**src/rtl/imem_loader.sv**
```systemverilog
`default_nettype none
// +--------------------------------------------------------------------------+
// | imem_loader: fills instruction memory from a length/words/XOR-chk stream |
// | Revision: 1.0                                                            |
// +--------------------------------------------------------------------------+
module imem_loader #(
  parameter int DEPTH = 32,
  parameter int AW    = 32
) (
  input  logic                         clk,
  input  logic                         reset,
  input  logic                         start,
  input  logic                         rx_valid,
  input  logic [7:0]                   rx_data,
  output logic                         rx_ready,
  output logic                         we,
  output logic [AW-1:0]                waddr,
  output logic [31:0]                  wdata,
  output logic                         cpu_reset,
  output logic                         busy,
  output logic                         done,
  output logic                         err,
  output logic [$clog2(DEPTH+1)-1:0]   word_cnt
);

  localparam int IW = $clog2(DEPTH);
  localparam int CW = $clog2(DEPTH+1);

  localparam logic [2:0] S_IDLE  = 3'd0;
  localparam logic [2:0] S_LEN   = 3'd1;
  localparam logic [2:0] S_BYTES = 3'd2;
  localparam logic [2:0] S_WRITE = 3'd3;
  localparam logic [2:0] S_CHK   = 3'd4;
  localparam logic [2:0] S_DONE  = 3'd5;
  localparam logic [2:0] S_ERR   = 3'd6;

  logic [2:0]    state_q, state_d;
  logic [IW-1:0] idx_q, idx_d;
  logic [CW-1:0] n_q, n_d;
  logic [CW-1:0] word_cnt_q, word_cnt_d;
  logic [1:0]    lane_q, lane_d;
  logic [7:0]    chk_q, chk_d;
  logic [31:0]   wdata_q, wdata_d;

  logic          w_accept;
  logic          w_len_ok;
  logic [CW-1:0] w_idx_nxt;

  // Handshake is decoded purely from state so rx_valid never reaches rx_ready.
  assign rx_ready  = (state_q == S_LEN) || (state_q == S_BYTES) || (state_q == S_CHK);
  assign w_accept  = rx_valid && rx_ready;
  assign w_len_ok  = ({24'd0, rx_data} <= 32'(DEPTH));
  assign w_idx_nxt = CW'(idx_q) + CW'(1);

  always_comb begin
    state_d    = state_q;
    idx_d      = idx_q;
    n_d        = n_q;
    word_cnt_d = word_cnt_q;
    lane_d     = lane_q;
    chk_d      = chk_q;
    wdata_d    = wdata_q;
    case (state_q)
      S_IDLE, S_DONE, S_ERR: begin
        if (start) begin
          state_d    = S_LEN;
          idx_d      = '0;
          n_d        = '0;
          word_cnt_d = '0;
          lane_d     = '0;
          chk_d      = '0;
        end
      end
      S_LEN: begin
        if (w_accept) begin
          if (rx_data == 8'd0) begin
            state_d = S_CHK;
          end else if (!w_len_ok) begin
            state_d = S_ERR;
          end else begin
            n_d     = CW'(rx_data);
            state_d = S_BYTES;
          end
        end
      end
      S_BYTES: begin
        if (w_accept) begin
          wdata_d[8*lane_q +: 8] = rx_data;
          chk_d  = chk_q ^ rx_data;
          lane_d = lane_q + 2'd1;
          if (lane_q == 2'd3) begin
            state_d = S_WRITE;
          end
        end
      end
      S_WRITE: begin
        idx_d      = idx_q + IW'(1);
        word_cnt_d = word_cnt_q + CW'(1);
        lane_d     = '0;
        state_d    = (w_idx_nxt == n_q) ? S_CHK : S_BYTES;
      end
      S_CHK: begin
        if (w_accept) begin
          state_d = (rx_data == chk_q) ? S_DONE : S_ERR;
        end
      end
      default: state_d = S_IDLE;
    endcase
  end

  always_ff @(posedge clk or posedge reset) begin
    if (reset) begin
      state_q    <= S_IDLE;
      idx_q      <= '0;
      n_q        <= '0;
      word_cnt_q <= '0;
      lane_q     <= '0;
      chk_q      <= '0;
      wdata_q    <= '0;
    end else begin
      state_q    <= state_d;
      idx_q      <= idx_d;
      n_q        <= n_d;
      word_cnt_q <= word_cnt_d;
      lane_q     <= lane_d;
      chk_q      <= chk_d;
      wdata_q    <= wdata_d;
    end
  end

  assign we        = (state_q == S_WRITE);
  assign waddr     = AW'({idx_q, 2'b00});
  assign wdata     = wdata_q;
  assign cpu_reset = (state_q != S_DONE);
  assign busy      = (state_q == S_LEN) || (state_q == S_BYTES) ||
                     (state_q == S_WRITE) || (state_q == S_CHK);
  assign done      = (state_q == S_DONE);
  assign err       = (state_q == S_ERR);
  assign word_cnt  = word_cnt_q;

endmodule
`default_nettype wire

```
**config.mk**
```make
export PLATFORM = sky130hd
export DESIGN_NAME = imem_loader
export DESIGN_NICKNAME = d
export VERILOG_FILES = /design/src/rtl/imem_loader.sv
export SDC_FILE = /design/constraint.sdc
export NUM_CORES = 1
export LEC_CHECK = 0
export ABC_AREA = 0
export BUFFER_PORTS_ARGS = -buffer_cell sky130_fd_sc_hd__buf_2
export CAP_MARGIN = 20
export CORE_MARGIN = 2
export CORE_UTILIZATION = 48
export DETAILED_ROUTE_END_ITERATION = 16
export PLACE_DENSITY_LB_ADDON = 0.2
export SYNTH_ARGS = -nofsm -noshare
export SYNTH_HDL_FRONTEND = slang
export SYNTH_SLANG_ARGS = --single-unit
```
**constraint.sdc**
```tcl
create_clock -name clk -period 1.96 [get_ports clk]
set_clock_uncertainty 0.1 [all_clocks]
set_input_delay 0.098 -clock clk [delete_from_list [all_inputs] [get_ports clk]]
set_output_delay 0.098 -clock clk [all_outputs]
set_load 0.1 [all_outputs]
```
## Word-level counts from Yosys, hierarchy flattened

Index checks and enable logic that the tools add are counted.

- Bitwise logic cells: 1
- Equal/unequal tests: 17
- Reduce and logical (&&, ||, !) cells: 18
- $add $sub $neg: 5
- Magnitude comparators: 1
- Divide/modulo/power cells: 0
- Shift-type cells: 2
- Mux-type cells: 25
- $mul: 0

Operators by type and width:

| kind | count |
|---|---|
| 5-bit negator with 34-bit output | 1 |
| 8-bit by 34-bit variable shift with 32-bit output (first input constant) | 1 |
| 8-bit by 34-bit variable part select with 32-bit output | 1 |
| 32-bit bitwise mux | 1 |
| 3-bit two-way mux | 8 |
| 6-bit two-way mux | 4 |
| 6-bit case mux with 2 select lines | 2 |
| 8-bit two-way mux | 2 |
| 8-bit case mux with 2 select lines | 1 |
| 3-bit case mux with 5 select lines | 1 |
| 2-bit != test (second input constant) | 6 |
| 5-bit case mux with 2 select lines | 1 |
| 5-bit AND reduction | 2 |
| 3-bit == test (second input constant) | 3 |
| 8-bit == test | 1 |
| 8-bit by 6-bit less-or-equal comparator with 1-bit output (second input constant) | 1 |
| 8-bit zero test | 1 |
| 8-bit bitwise XOR | 1 |
| 5-bit by 1-bit adder with 6-bit output (second input constant) | 1 |
| 6-bit by 1-bit adder with 6-bit output (second input constant) | 1 |
| 3-bit by 2-bit == test with 1-bit output (second input constant) | 2 |
| 6-bit == test | 1 |
| 2-bit two-way mux | 3 |
| 2-bit case mux with 3 select lines | 1 |
| 15 further kinds | 22 |

- Memory bits (read-only): 0
- Memories kept: 0
- Register bits: 62
- Latch bits: 0
- RAM bits: 0
- Logic and storage cells: 76
- Output and inout bits: 76

## Logic depth before layout (Yosys ltp)

- Depth after elaboration: 6
- Depth in mapped cells: 7
- Depth with buffers taken out: 6

## Worst setup path after synthesis

OpenSTA, ideal clock, no wires.

- Kind: register to output
- Start point: register state_q[0]
- End point: output err
- Stages on the path, launching flop included: 3
- Path slack: -926 ps
- Buffers on the path: 1
- Data arrival time: 2688 ps
- Path through: dfrtp_1 > clkbuf_1 > nor3_1

- Word-level cells in the longest chain between the ends: 1

RTL lines:

| item | line | source |
|---|---|---|
| start: declaration | 37 | `logic [2:0] state_q, state_d;` |
| start signal: assignment | 121 | `state_q <= state_d;` |
| 3-bit == test | 138 | `assign err = (state_q == S_ERR);` |
| end: declaration | 22 | `output logic err,` |

No other way between the ends.

## Worst setup path in the final report

- Start point: register idx_q[1]
- End point: register state_q[2]

- Word-level cells in the longest chain between the ends: 4

RTL lines:

| item | line | source |
|---|---|---|
| start: declaration | 38 | `logic [IW-1:0] idx_q, idx_d;` |
| start signal: assignment | 122 | `idx_q <= idx_d;` |
| 5-bit by 1-bit adder with 6-bit output | 53 | `assign w_idx_nxt = CW'(idx_q) + CW'(1);` |
| 6-bit == test | 100 | `state_d = (w_idx_nxt == n_q) ? S_CHK : S_BYTES;` |
| 3-bit two-way mux | 100 |  |
| 3-bit case mux with 5 select lines | 63 | `case (state_q)` |

No other way between the ends.
A chain may end at the register's enable or synchronous reset.

==> metrics <==
Ports=88; via count=2942; grt ovf=0; Die Span X=between 80 and 90 microns; Worst-Skew Late Latency=0.34 ns; Worst path slowest cell=dfrtp_2; worst endpoint required time=2.07 ns; non-filler cells, final=573; Syn-to-layout area delta=21.0%; Final Net Count=between 400 and 500; top_reg_cell synth=dfrtp_1; status=complete, no violations; Bufs and invs on worst path=0; H-tree depth=3; multi-input combinational cell area=1680 sq um; critical setup path kind=flip-flop to flip-flop; Final Hold Viols=0; synth warn=0; Worst Setup Start Kind=flip-flop; Antenna Violating Nets Remaining=0; Clock Root Buffer=clkbuf_8; Vias/cell=roughly 5; worst hold path type=input pin to flip-flop; Slew Limit Fails=0; Netlist cell types=56; vias in the first global route=2798; Num CTS Buffers=9; Antenna Cells=0; Final Cycle Share=0.995; largest net degree at the start of global routing=29; Cells after Synth=388; register area=1560 sq um; router iterations before antenna repair=4; standard-cell rows=31; worst stage delay on the critical path=around 0.43 ns; Tmin final=1.95 ns; clk buf depth=2; power per cell area=1590 nW/um^2; die area=7970 sq um; Filler cells=675; Max rail drop VDD=1.63 mV; element type at the critical path end=flip-flop; commonest non-fill, non-tap cells in the layout=87 x nand2_1, 55 x buf_2, 52 x dfrtp_1; TritonCTS clock tree=done; # clock sinks=62; Core Footprint=7140 sq um; total track usage=0.223; layout cell share with drive strength beyond 1=0.287; DR WL/cell=14.4 microns; crit-path cells=ha_4 > and2_4 > nor2b_1 > o311a_1 > o221a_1 > a221o_1; IO buf count=60; RSZ-0062 raised after global routing=yes; sequential fraction of the synthesis area=0.444; Seq cells post-synth=62; WHS=0.0115 ns; Max Clock Freq=between 500 and 600 MHz; global-route wire length before repair=13.4 mm; Avg Cell Area, Syn=9.00 sq um; most common cell after layout, fill and taps aside=nand2_1; Routability Congestion=0.856; Initial Utilization=0.489; initial antenna violation count=0; Iteration-0 DRC Markers=111; final wirelength=8.27 mm; power consumption=6.71 mW; critical path's top delay family=compound AO/OA/AOI/OAI gates; DRC=0; Synth Cell Area=3490 sq um; Detailed Place HPWL=5.92 mm; final setup fails=0; Post-synth EDFFs=0; Clock transition at path regs=0.07 ns; chip height=just under 90 microns; MaxCap Viol Count=0; worst-path fanout max=4; Async SR Flop Fraction=1.00; critical path arrival=around 2.1 ns; leakage=~2 nW; Placed Cells=553
==> what timing repair did <==
action / in CTS / in global routing
setup endpoints to repair: 18 / 45
hold endpoints to repair: 22 / 0
pin swaps: 1 / 0
buffers inserted: 1 / 1
hold buffers: 3 / 0
resized for setup: 5 / 6
==> per-stage QoR <==
step	instance area [sq um]	TNS (ns)	util	worst slack (ns)
after global routing	4230	-0.0390	0.592	-0.0390
after floorplan	3630	-4.55	-	-0.456
after CTS	4200	0	0.588	0.0164
after global placement	3970	0	0.557	0.0226
after detailed placement	3970	-0.411	0.557	-0.0495
final	4230	0	0.592	0.00943
==> layout make-up <==
| class | count | area share |
|---|---|---|
| Timing Repair Buffer | 92 | 0.150 |
| Multi-Input combinational cell | 294 | 0.398 |
| Inverter | 11 | 0.0110 |
| Sequential cell | 62 | 0.370 |
| Clock buffer | 11 | 0.0358 |
| Tap cell | 99 | 0.0293 |
| Clock inverter | 4 | 0.00533 |
==> cell usage after synthesis (2+ instances only) <==
master / number / area, sq um
o21ai_0: 61 / 305
ha_1: 7 / 87.6
xnor2_1: 4 / 35.0
buf_2: 2 / 10.0
nand2_1: 89 / 334
nor3b_1: 4 / 30.0
and3_1: 2 / 12.5
a21o_1: 4 / 30.0
nor2_1: 16 / 60.1
inv_1: 10 / 37.5
mux2i_1: 2 / 20.0
nand3_1: 6 / 30.0
dfrtp_1: 62 / 1550
nor4_1: 3 / 18.8
a21oi_1: 4 / 20.0
clkbuf_1: 5 / 18.8
o21ai_1: 4 / 20.0
nor2b_1: 2 / 12.5
xor2_1: 12 / 105
a22o_1: 9 / 78.8
buf_6: 8 / 90.1
nor3_1: 5 / 25.0
clkbuf_8: 2 / 27.5
o211ai_1: 2 / 15.0
buf_4: 30 / 225
a211oi_1: 2 / 15.0
o31ai_1: 2 / 15.0
==> per-layer routing <==
| metal | vias to the layer above | global-route usage | share of wire | wire length [microns] |
|---|---|---|---|---|
| met5 | - | 0 | 0 | 0 |
| li1 | 1429 | - | - | - |
| met4 | 0 | 0.0855 | 0.014 | 116 |
| met1 | 1413 | 0.289 | 0.45 | 3680 |
| met3 | 10 | 0.0462 | 0.053 | 442 |
| met2 | 90 | 0.366 | 0.49 | 4030 |
==> sequential cells by signal (all words and copies together), names as in the netlist <==
| signal | cells |
|---|---|
| lane_q | 2 |
| chk_q | 8 |
| word_cnt | 6 |
| n_q | 6 |
| idx_q | 5 |
| wdata | 32 |
| state_q | 3 |
==> report_power, final <==
group	total, mW	switching (mW)	internal (mW)
registers	1.90	0.301	1.59
logic	3.81	2.65	1.16
clock network	1.00	0.488	0.513
total	6.71	3.44	3.27
==> worst reg2reg max path, cell delays in order, from the launching register on <==
cell and delay, ns:
dfrtp_2 0.43, ha_4 0.18, and2_4 0.14, nor2b_1 0.12, o311a_1 0.28, o221a_1 0.24
a221o_1 0.33
==> worst paths after layout <==
path / from / end / slack, ns / depth (start not counted)
worst max-delay path: idx_q[1] / state_q[2] / 0.009 / 6
worst min-delay path: rx_data[6] / wdata[14] / 0.01 / 3
worst max register to register: idx_q[1] / state_q[2] / 0.009 / 6
worst min register to register: wdata[4] / wdata[4] / 0.37 / 2
max in group asynchronous: reset / chk_q[0] / 0.92 / 4
min in group asynchronous: reset / n_q[3] / 0.25 / 3
==> kinds of logic (layout without fill, tap and decap cells) <==
group / after synthesis / in the layout / share of synthesized area
DFF: 62 / 62 / 0.444
adders and majority gates: 7 / 7 / 0.0251
and+or+nand+nor: 142 / 142 / 0.190
AOI/OAI and AO/OA: 99 / 99 / 0.172
other: 1 / 27 / 0.00107
muxes: 3 / 3 / 0.00896
xor gates and xnor gates: 16 / 16 / 0.0401
buffers and inverters: 58 / 118 / 0.118
No activity file was read; power rests on OpenSTA's default activity.
